==> src/rtl/mac_thread_if.sv <==
// Operand-beat, control and result bundle for one mac_thread.
// master drives commands and operands; slave is the thread itself.
interface mac_thread_if #(
   parameter int DATA_WIDTH = 8,
   parameter int ACC_WIDTH  = 20,
   parameter int K_MAX      = 16
);
   localparam int KW = $clog2(K_MAX + 1);

   logic                  start;
   logic [KW-1:0]         k_len;
   logic                  in_valid;
   logic                  in_ready;
   logic [DATA_WIDTH-1:0] a;
   logic [DATA_WIDTH-1:0] b;
   logic [ACC_WIDTH-1:0]  res;
   logic                  res_valid;
   logic                  res_ready;
   logic                  busy;
   logic                  sat;

   modport master (
      output start, k_len, in_valid, a, b, res_ready,
      input  in_ready, res, res_valid, busy, sat
   );

   modport slave (
      input  start, k_len, in_valid, a, b, res_ready,
      output in_ready, res, res_valid, busy, sat
   );
endinterface

==> src/rtl/mac_thread.sv <==
// Multiply-accumulate thread: one dot-product element, handshaked beats in, held result out.
// Define MAC_THREAD_SAT_EN for saturating accumulation with a sticky sat flag (default wraps).
module mac_thread #(
   parameter int DATA_WIDTH = 8,
   parameter int ACC_WIDTH  = 20,
   parameter int K_MAX      = 16,
   parameter bit SIGNED     = 1'b0
) (
   input logic         clk,
   input logic         rst,
   mac_thread_if.slave bus
);
   localparam int KW = $clog2(K_MAX + 1);
   localparam int PW = 2 * DATA_WIDTH;

   typedef enum logic [1:0] {IDLE, ACCUM, DONE} state_t;

   state_t               state;
   state_t               state_nxt;
   logic [KW-1:0]        klen_q;
   logic [KW-1:0]        cnt;
   logic [KW-1:0]        k_clamped;
   logic [ACC_WIDTH-1:0] acc;
   logic [ACC_WIDTH-1:0] res_q;
   logic [ACC_WIDTH-1:0] p_ext;
   logic [ACC_WIDTH-1:0] add_res;
   logic [PW-1:0]        a_ext;
   logic [PW-1:0]        b_ext;
   logic [PW-1:0]        prod;
   logic                 beat;
   logic                 last_beat;
   logic                 add_ovf;

   assign k_clamped = (bus.k_len > KW'(K_MAX)) ? KW'(K_MAX) : bus.k_len;
   assign beat      = bus.in_valid && (state == ACCUM);
   assign last_beat = (cnt == klen_q - KW'(1));

   // Operands are extended to the full product width first so the low PW bits
   // of the multiply are the exact product in either signedness.
   always_comb begin
      if (SIGNED) begin
         a_ext = PW'($signed(bus.a));
         b_ext = PW'($signed(bus.b));
      end else begin
         a_ext = PW'(bus.a);
         b_ext = PW'(bus.b);
      end
      prod = a_ext * b_ext;
      if (SIGNED) begin
         p_ext = ACC_WIDTH'($signed(prod));
      end else begin
         p_ext = ACC_WIDTH'(prod);
      end
   end

`ifdef MAC_THREAD_SAT_EN
   logic [ACC_WIDTH:0]   sum_w;
   logic [ACC_WIDTH-1:0] sum;
   logic                 sat_q;

   always_comb begin
      sum_w   = {1'b0, acc} + {1'b0, p_ext};
      sum     = sum_w[ACC_WIDTH-1:0];
      add_ovf = 1'b0;
      add_res = sum;
      if (SIGNED) begin
         add_ovf = (acc[ACC_WIDTH-1] == p_ext[ACC_WIDTH-1]) &&
                   (sum[ACC_WIDTH-1] != acc[ACC_WIDTH-1]);
         if (add_ovf) begin
            add_res = p_ext[ACC_WIDTH-1] ? {1'b1, {(ACC_WIDTH-1){1'b0}}}
                                         : {1'b0, {(ACC_WIDTH-1){1'b1}}};
         end
      end else begin
         add_ovf = sum_w[ACC_WIDTH];
         if (add_ovf) begin
            add_res = {ACC_WIDTH{1'b1}};
         end
      end
   end

   always_ff @(posedge clk or negedge rst) begin
      if (!rst) begin
         sat_q <= 1'b0;
      end else if (state == IDLE && bus.start) begin
         sat_q <= 1'b0;
      end else if (beat && add_ovf) begin
         sat_q <= 1'b1;
      end
   end

   assign bus.sat = sat_q;
`else
   assign add_res = acc + p_ext;
   assign add_ovf = 1'b0;
   assign bus.sat = 1'b0;
`endif

   always_ff @(posedge clk or negedge rst) begin
      if (!rst) begin
         state <= IDLE;
      end else begin
         state <= state_nxt;
      end
   end

   always_comb begin
      state_nxt = state;
      case (state)
         IDLE: begin
            if (bus.start) begin
               state_nxt = (k_clamped == '0) ? DONE : ACCUM;
            end
         end
         ACCUM: begin
            if (beat && last_beat) begin
               state_nxt = DONE;
            end
         end
         DONE: begin
            if (bus.res_ready) begin
               state_nxt = IDLE;
            end
         end
         default: state_nxt = IDLE;
      endcase
   end

   always_ff @(posedge clk or negedge rst) begin
      if (!rst) begin
         klen_q <= '0;
         cnt    <= '0;
         acc    <= '0;
         res_q  <= '0;
      end else begin
         if (state == IDLE && bus.start) begin
            klen_q <= k_clamped;
            cnt    <= '0;
            acc    <= '0;
            if (k_clamped == '0) begin
               res_q <= '0;
            end
         end else if (beat) begin
            acc <= add_res;
            cnt <= cnt + KW'(1);
            if (last_beat) begin
               res_q <= add_res;
            end
         end
      end
   end

   assign bus.in_ready  = (state == ACCUM);
   assign bus.busy      = (state != IDLE);
   assign bus.res_valid = (state == DONE);
   assign bus.res       = res_q;
endmodule

==> src/flat_wrapper.sv <==
// flat-port wrapper written by rule: the top's interface ports become plain ports
module mac_thread_flat 
#(
   parameter int DATA_WIDTH = 8,
   parameter int ACC_WIDTH  = 20,
   parameter int K_MAX      = 16,
   parameter bit SIGNED     = 1'b0
)
  (clk, rst, bus_start, bus_k_len, bus_in_valid, bus_a, bus_b, bus_res_ready, bus_in_ready, bus_res, bus_res_valid, bus_busy, bus_sat);
  mac_thread_if #(.DATA_WIDTH(DATA_WIDTH), .ACC_WIDTH(ACC_WIDTH), .K_MAX(K_MAX)) bus_i ();
  input logic clk;
  input logic rst;
  input wire logic [$bits(bus_i.start)-1:0] bus_start;
  input wire logic [$bits(bus_i.k_len)-1:0] bus_k_len;
  input wire logic [$bits(bus_i.in_valid)-1:0] bus_in_valid;
  input wire logic [$bits(bus_i.a)-1:0] bus_a;
  input wire logic [$bits(bus_i.b)-1:0] bus_b;
  input wire logic [$bits(bus_i.res_ready)-1:0] bus_res_ready;
  output wire logic [$bits(bus_i.in_ready)-1:0] bus_in_ready;
  output wire logic [$bits(bus_i.res)-1:0] bus_res;
  output wire logic [$bits(bus_i.res_valid)-1:0] bus_res_valid;
  output wire logic [$bits(bus_i.busy)-1:0] bus_busy;
  output wire logic [$bits(bus_i.sat)-1:0] bus_sat;
  assign bus_i.start = bus_start;
  assign bus_i.k_len = bus_k_len;
  assign bus_i.in_valid = bus_in_valid;
  assign bus_i.a = bus_a;
  assign bus_i.b = bus_b;
  assign bus_i.res_ready = bus_res_ready;
  assign bus_in_ready = bus_i.in_ready;
  assign bus_res = bus_i.res;
  assign bus_res_valid = bus_i.res_valid;
  assign bus_busy = bus_i.busy;
  assign bus_sat = bus_i.sat;
  mac_thread #(.DATA_WIDTH(DATA_WIDTH), .ACC_WIDTH(ACC_WIDTH), .K_MAX(K_MAX), .SIGNED(SIGNED)) u_core (.clk(clk), .rst(rst), .bus(bus_i));
endmodule
==> config.mk <==
export PLATFORM = sky130hd
export DESIGN_NAME = mac_thread_flat
export DESIGN_NICKNAME = d
export VERILOG_FILES = /design/src/rtl/mac_thread_if.sv /design/src/rtl/mac_thread.sv /design/src/flat_wrapper.sv
export SDC_FILE = /design/constraint.sdc
export NUM_CORES = 1
export LEC_CHECK = 0
export CAP_MARGIN = 40
export CORE_MARGIN = 10
export CORE_UTILIZATION = 30
export CTS_CLUSTER_SIZE = 8
export DETAILED_ROUTE_END_ITERATION = 10
export PLACE_DENSITY_LB_ADDON = 0.15
export SKIP_LAST_GASP = 1
export SYNTH_ARGS = -nofsm -noshare
export SYNTH_HDL_FRONTEND = slang
export SYNTH_SLANG_ARGS = --single-unit
==> constraint.sdc <==
create_clock -name clk -period 5 [get_ports clk]
set_input_delay 1 -clock clk [delete_from_list [all_inputs] [get_ports clk]]
set_output_delay 1 -clock clk [all_outputs]
set_load 0.05 [all_outputs]
==> results.txt, run 1 <==
* Status: complete, no violations
- For this design, the CTS-stage hold fixing added 0 buffers.
- Period utilization: between 90% and 100%
- Met3 capacity usage during global routing: around 2.3%
* Kind of end point of the critical path: flop
- Timing would allow up to roughly 0.21 GHz.
- Counting every sink on the clock net gives between 50 and 60.
* Critical register-to-register path endpoint: u_core.bus.res[18]$_DFFE_PN0P_
- The core region is between 0.015 and 0.02 sq mm.
- The post-route netlist has a little over a fifth of its cells at a drive strength greater than 1.
- Commonest non-fill, non-tap cell in the layout: sky130_fd_sc_hd__inv_1
* Most frequent cells in the layout: sky130_fd_sc_hd__inv_1, sky130_fd_sc_hd__nand2_1, sky130_fd_sc_hd__buf_4, sky130_fd_sc_hd__dfrtp_1, sky130_fd_sc_hd__fa_1
- Inserted Diodes: 0
* Largest net degree at the start of global routing: 53
* Clock skew after layout: between 0.004 and 0.005 ns
- Detailed placer's ending HPWL: approximately 10 mm
- In this run, placement finished with an instance count of 884.
- After detailed routing, the number of vias per cell comes to 4.60.
- Setup CP Type: in2reg
- Layout area overhead: 31.5%
* Number of global-route vias before repair: between 4,000 and 5,000
- Drt wl/cell: 15.0 um
- The largest single stage delay on the critical path is between 0.5 and 0.6 ns.
* Total number of vias: around 4,200
- The final layout contains routed wiring with a total length of between 10 and 15 mm.
* Post-CTS clock slew at the launch and capture registers of the worst setup and hold paths: 0.07 ns
- Net total in the final layout: ~800
* Count of unique library cells instantiated by Yosys: 54
* Slew headroom: 52.6%
* R2R Setup Slk: 0.68 ns
* Data arrival, critical path: just over 5 ns
- For this run the aggregate overflow at the end of global routing stands at 0.
- Endpoints failing hold: 0
- Total standard cell area after synthesis: slightly above 0.005 sq mm
* Synthesis-stage register bit count: 52
* Leading register cell type out of synthesis: sky130_fd_sc_hd__dfrtp_1
- Sequential area share after synthesis: 25.7%
- Maximum net fanout on the critical path: 6
* Crit path launch type: primary input
- Weighted congestion reported at the end of routability-driven placement: a little under 0.8
* Vertical extent of the die: approximately 150 um
* Global-route layer with the greatest usage: met2
* Worst reg2reg path startpoint: u_core.acc[7]$_DFFE_PN0P_
- The tool flagged a number of max-cap violations equal to 0.
- H-tree depth: 2
- Cell with the biggest individual delay on the critical path: sky130_fd_sc_hd__fa_1
* Critical path startpoint: bus_a[4]
- After synthesis, the mean cell area works out to approximately 8.7 sq um.
- FFs w/ async S/R, synth: 100%
* Residual DRC: 0
- The worst hold path belongs to the class reg2reg.
- The critical path ends at u_core.bus.res[18]$_DFFE_PN0P_.
- The first global-routing pass estimated between 20 and 25 mm of wire.
- Clock tree from TritonCTS: built
- Counting every instance in the synthesized netlist gives ~580.
- Clock Path Buffers: 2
- Detail Route Antenna Nets: 0
* Number of detailed-route iterations in the first pass: 4
* Global-route met1 utilization: about 17%
- Time the final worst path needs with I/O delays and setup: between 4 and 5 ns
* Critical path, cell by cell: buf_2 > buf_4 > and2_1 > fa_2 > fa_1 > fa_1 > inv_2 > fa_1 > inv_1 > ha_4 > nand4b_1 > a21oi_4 > o2111ai_4 > or4_4 > nand3_2
* Number of violations reported at the end of detailed-routing iteration 0: approximately 150
- Number of max-slew violations in the final report: 0
- In this run, synthesis inferred 0 flip-flops with an integrated enable.
- Setup violations remaining at the end of the flow were counted as 0.
- The sequential cells in the finished layout cover a total of 0.00130 sq mm.
* Input/output buffers: 48
* Full die area: 0.0225 sq mm
- The initial utilization of the core area, before any placement, comes to a little under a third.
- Number of top-level design ports: 50
- In this run, CTS created clock tree buffers numbering 5.
- For the pin with the worst max-slew slack, the measured transition is just over 0.7 ns.
- Most Frequent Cell on Critical Path: sky130_fd_sc_hd__fa_1
- Synthesized Nets: 700
- Depth of the worst register-to-register path: 14
* Footprint of the multi-input gates: 0.00356 sq mm
- Filler cells: approximately 1,700
* Placement row count: between 40 and 50
- Die span in x: roughly 150 um
- Number of synthesis warnings: 0
- For the worst setup path, the data required time is ~5.2 ns.
* Met2 usage: about a fifth
- Clock latency at the later pin of the worst-skew pair: ~0.30 ns
* Total track usage: approximately an eighth
- Initial antenna violation count: 0
- After the flow finishes, the layout carries non-filler instances totaling 905.
- Setup repair after global routing left no endpoint under its margin.
- Root buffer cell: sky130_fd_sc_hd__clkbuf_16
==> worst min-delay path by stage <==
stage                     depth (start not counted)                              to                            from  slack (ns)
after floorplan                                   1     u_core.state[0]$_DFFE_PN0P_     u_core.state[1]$_DFFE_PN0P_        0.44
after global placement                            2  u_core.bus.res[11]$_DFFE_PN0P_  u_core.bus.res[11]$_DFFE_PN0P_        0.46
after detailed placement                          2   u_core.bus.res[9]$_DFFE_PN0P_   u_core.bus.res[9]$_DFFE_PN0P_        0.46
after CTS                                         1     u_core.state[0]$_DFFE_PN0P_     u_core.state[1]$_DFFE_PN0P_        0.48
after global routing                              2   u_core.bus.res[9]$_DFFE_PN0P_   u_core.bus.res[9]$_DFFE_PN0P_        0.50
final                                             1     u_core.state[0]$_DFFE_PN0P_     u_core.state[1]$_DFFE_PN0P_        0.47
==> cell type report <==
type / instances / share of cell area (%)
Clock inverter: 1 / 0.113
Timing Repair Buffer: 115 / 14.3
Sequential cell: 52 / 19.6
Tap cell: 220 / 4.14
Inverter: 109 / 6.19
Clock buffer: 7 / 2.14
Multi-Input combinational cell: 401 / 53.6
==> kinds of logic (layout without fill, tap and decap cells) <==
kind of cell	Yosys count	in the layout	share of synthesized area, %
flip-flops	52	52	25.7
adder cells (fa/ha/maj)	93	93	30.4
multiplexers	3	3	0.594
AND/OR/NAND/NOR	203	203	19.6
XOR/XNOR	15	15	2.60
AO/OA/AOI/OAI	86	86	11.3
buffers and inverters	128	232	9.70
other	1	1	0.0741
==> registers in the layout, summed over array words and instances (netlist names) <==
| register | cells |
|---|---|
| u_core.acc | 20 |
| u_core.state | 2 |
| u_core.klen_q | 5 |
| u_core.bus.res | 20 |
| u_core.cnt | 5 |
==> cell usage after synthesis (5+ instances only) <==
cell type                  number  area (sq um)
sky130_fd_sc_hd__ha_1          43           538
sky130_fd_sc_hd__inv_1        109           409
sky130_fd_sc_hd__clkbuf_1      14          52.6
sky130_fd_sc_hd__a21oi_1       31           155
sky130_fd_sc_hd__and2_1        35           219
sky130_fd_sc_hd__nand2b_1       6          37.5
sky130_fd_sc_hd__nand3_1       15          75.1
sky130_fd_sc_hd__nor3_1         6          30.0
sky130_fd_sc_hd__a21o_1         5          37.5
sky130_fd_sc_hd__fa_1          50          1000
sky130_fd_sc_hd__xnor2_1        5          43.8
sky130_fd_sc_hd__nand4_1        5          31.3
sky130_fd_sc_hd__nor2_1        19          71.3
sky130_fd_sc_hd__xor2_1        10          87.6
sky130_fd_sc_hd__nand2_1       96           360
sky130_fd_sc_hd__o21ai_0       16          80.1
sky130_fd_sc_hd__dfrtp_1       52          1300
==> critical path, delay by kind of cell <==
kind | cells | cell delay, ns
compound gates | 2 | 0.45
simple gates | 4 | 0.98
fa+ha+maj | 5 | 2.25
buf+inv | 4 | 0.41
==> layer usage <==
layer | up-vias | part of all wire [%]
met5 | - | 0
met4 | 0 | 1.2
met3 | 14 | 4.0
met2 | 71 | 45
met1 | 2022 | 50
li1 | 2058 | -
==> per-stage QoR <==
step	hold WS (ns)	setup TNS, ns	utilization [%]	instance area, sq um	setup slack, ns
after CTS	0.475	0	39.8	6580	0.00416
after detailed placement	0.461	-16.20	37.4	6180	-0.924
after global placement	0.461	-15.83	37.2	6150	-0.893
final	0.470	0	40.2	6650	0.164
after global routing	0.503	0	40.2	6650	0.000417
after floorplan	0.441	0	-	5110	0.0136
==> what timing repair did <==
| item | CTS | global route |
|---|---|---|
| setup buffers | 9 | 4 |
| resized for setup | 70 | 64 |
| pin swaps | 34 | 32 |
| endpoints found under the setup margin | 24 | 18 |
Power of run 1 is not shown: default switching activity piles up to over one toggle a cycle in this logic, so the estimate is an artifact.
==> run 2: changes to the inputs <==
--- a/config.mk
+++ b/config.mk
@@ -7,10 +7,12 @@
 export LEC_CHECK = 0
 export CAP_MARGIN = 40
 export CORE_MARGIN = 10
-export CORE_UTILIZATION = 30
+export CORE_UTILIZATION = 59
+export CTS_CLUSTER_DIAMETER = 100
 export CTS_CLUSTER_SIZE = 8
 export DETAILED_ROUTE_END_ITERATION = 10
 export PLACE_DENSITY_LB_ADDON = 0.15
+export SKIP_CTS_REPAIR_TIMING = 1
 export SKIP_LAST_GASP = 1
 export SYNTH_ARGS = -nofsm -noshare
 export SYNTH_HDL_FRONTEND = slang
==> run 2 against run 1 <==
- cell count fell by 15%
- final area fell by 5.8%
- clock-buffer cell count did not move
- hold slack improved by 0.010 ns
- maximum frequency fell by 1.9%
- setup slack got worse by 0.092 ns
- sequential cell count did not move
- global-route usage rose by 7.7 points
- utilization rose by 35 points
- via count rose by 3.3%
- first-iteration DRC count rose by 83%
- non-clock buffer count fell by 19
==> results.txt, run 2 (synthesis results as in run 1) <==
- Status: complete, no violations (unchanged).
- Clock skew after layout: 0.0132 ns (was 0.00466 ns)
- Die span in x: 113 um (was 150 um)
- Transition time at the pin with the least slew margin: 0.915 ns (was 0.712 ns)
* Number of global-route vias before repair: 4,654 (was 4,480)
* Clock latency at the later pin of the worst-skew pair: 0.31 ns (was 0.30 ns)
- Sum of routed wire length over all layers: 12.8 mm (was 13.5 mm)
- Storage element area: 0.00130 sq mm (unchanged)
- The final instance area is 0.00627 sq mm (was 0.00665 sq mm).
- The data arrival time of the critical path was 5.12 ns (was 5.08 ns).
* Via-to-Cell Ratio: 5.58 (was 4.60)
- The number of failing setup endpoints in the final timing report was 0 (unchanged).
- Number of violations reported at the end of detailed-routing iteration 0: 273 (was 149)
- The buffer depth of the longest clock path came to 2 (unchanged).
- The layout-stage area growth over the synthesis result came to 23.9% (was 31.5%).
- Maximum net fanout on the critical path: 7 (was 6)
* Total track usage: 20.3% (was 12.6%)
- Clock buffers created by TritonCTS: 5 (unchanged)
- The maximum number of pins on one net before global-route repair came to 53 (unchanged).
- Post-CTS clock slew at the launch and capture registers of the worst setup and hold paths: 0.09 ns (was 0.07 ns)
- The wire length of the first global-routing pass came to 22.0 mm (was 23.1 mm).
* Vertical extent of the die: 113 um (was 150 um)
* Worst hold-check path type: reg2reg (unchanged)
- The routed length per instance is 16.6 um (was 15.0 um).
* Footprint of the multi-input gates: 0.00350 sq mm (was 0.00356 sq mm)
- Crit path launch type: primary input (unchanged)
- The routability congestion estimate came to 0.928 (was 0.792).
* Full die area: 0.0127 sq mm (was 0.0225 sq mm)
- The clock tree from TritonCTS was built (unchanged).
* Worst Hold Slack: 0.481 ns (was 0.470 ns)
- Filler cells: 601 (was 1,686)
- Fmax: 0.203 GHz (was 0.207 GHz)
- The maximum level of the CTS H-tree was 2 (unchanged).
- Net total in the final layout: 784 (was 803)
- Setup TNS: 0 ns (unchanged)
- Detailed placer's ending HPWL: 9.80 mm (was 10.4 mm)
- The critical path capture point type is a flop (unchanged).
* Global route overflow: 0 (unchanged)
* Number of top-level design ports: 50 (unchanged)
- The number of nets with antenna violations after detailed routing was 0 (unchanged).
* Root buffer cell: sky130_fd_sc_hd__clkbuf_8 (was sky130_fd_sc_hd__clkbuf_16)
* Number of max-slew violations in the final report: 0 (unchanged)
- The count of clock tree sinks came to 52 (unchanged).
* Setup repair after global routing missed its margin: yes (was no)
- The max-capacitance violation count is 0 (unchanged).
- The remaining design rule violation count is 0 (unchanged).
- The core region area was 0.00830 sq mm (was 0.0165 sq mm).
* Sum of met2 wire segment lengths after detailed routing: 6.52 mm (was 6.03 mm)
* Finished Layout Cells: 771 (was 905)
- Most frequent cells in the layout: sky130_fd_sc_hd__inv_1, sky130_fd_sc_hd__nand2_1, sky130_fd_sc_hd__dfrtp_1, sky130_fd_sc_hd__fa_1, sky130_fd_sc_hd__buf_4 (was sky130_fd_sc_hd__inv_1, sky130_fd_sc_hd__nand2_1, sky130_fd_sc_hd__buf_4, sky130_fd_sc_hd__dfrtp_1, sky130_fd_sc_hd__fa_1).
- Met3 Wirelength: 723 um (was 538 um)
* Period utilization: 98.6% (was 96.7%)
- The number of endpoints with negative hold slack in the final report is 0 (unchanged).
* Number of detailed-route iterations in the first pass: 5 (was 4)
- Uppermost layer routed: met4 (unchanged)
- Cell count after placement: 761 (was 884)
- Time the final worst path needs with I/O delays and setup: 4.93 ns (was 4.84 ns)
- Setup CP Type: in2reg (unchanged)
- The count of buffers inserted at the top-level ports was 48 (unchanged).
- The initial core utilization is 60.9% (was 30.6%).
- Commonest non-fill, non-tap cell in the layout: sky130_fd_sc_hd__inv_1 (unchanged)
- Inserted Diodes: 0 (unchanged)
- The number of antenna violations at the first check in global routing came to 0 (unchanged).
- The data required time at the worst endpoint was 5.19 ns (was 5.24 ns).
* Post-Place Cell Area: 0.00597 sq mm (was 0.00618 sq mm)
- The floorplan row count was 33 (was 47).
- Total number of vias: 4,302 (was 4,165)
- The share of cells above drive strength 1 is 17.0% (was 21.0%).
- The relative max-transition margin was 38.9% (was 52.6%).
- Detailed-routing wirelength on met1: 5.37 mm (was 6.81 mm)
## run 2: routing by layer
layer  vias up  global-route usage, %
met5         -                      0
met4         0                   5.08
met3        22                   3.19
met2       136                   35.2
met1      2119                   25.7
li1       2025                      -
## run 2: path summary, 6_finish.rpt
kind | start | to | slack, ns | cells after the start
max | bus_a[3] | u_core.acc[17]$_DFFE_PN0P_ | 0.07 | 15
min | u_core.state[1]$_DFFE_PN0P_ | u_core.state[0]$_DFFE_PN0P_ | 0.48 | 1
max reg2reg | u_core.acc[6]$_DFFE_PN0P_ | u_core.acc[17]$_DFFE_PN0P_ | 0.57 | 16
min reg2reg | u_core.state[1]$_DFFE_PN0P_ | u_core.state[0]$_DFFE_PN0P_ | 0.48 | 1
max in group asynchronous | rst | u_core.acc[17]$_DFFE_PN0P_ | 3.76 | 2
min in group asynchronous | rst | u_core.cnt[1]$_DFFE_PN0P_ | 0.80 | 2
## run 2: metrics by stage
step           util, %  worst slack [ns]
6_report          75.5            0.0714
4_1_cts           73.4            -0.632
3_3_place_gp      71.6            -0.823
2_1_floorplan        -            0.0136
5_1_grt           75.5           -0.0705
3_5_place_dp      71.9            -0.915
## run 2: layout make-up
class / count / share of cell area, %
Multi-Input combinational cell: 401 / 55.9
Sequential cell: 52 / 20.8
Timing Repair Buffer: 96 / 12.7
Inverter: 109 / 6.57
Tap cell: 105 / 2.10
Clock buffer: 7 / 1.54
Clock inverter: 1 / 0.479
## run 2: worst max-delay path, cell delays in order
cell and delay, ns:
sky130_fd_sc_hd__clkbuf_2 0.15, sky130_fd_sc_hd__and2_1 0.20, sky130_fd_sc_hd__fa_1 0.57, sky130_fd_sc_hd__fa_1 0.44, sky130_fd_sc_hd__fa_1 0.50, sky130_fd_sc_hd__inv_1 0.05, sky130_fd_sc_hd__fa_1 0.51, sky130_fd_sc_hd__inv_1 0.06
sky130_fd_sc_hd__ha_4 0.24, sky130_fd_sc_hd__a21oi_4 0.19, sky130_fd_sc_hd__o32ai_2 0.12, sky130_fd_sc_hd__a211oi_2 0.31, sky130_fd_sc_hd__a211oi_2 0.13, sky130_fd_sc_hd__or3_4 0.38, sky130_fd_sc_hd__a32o_1 0.26
Power of run 2 is left out for the same reason.
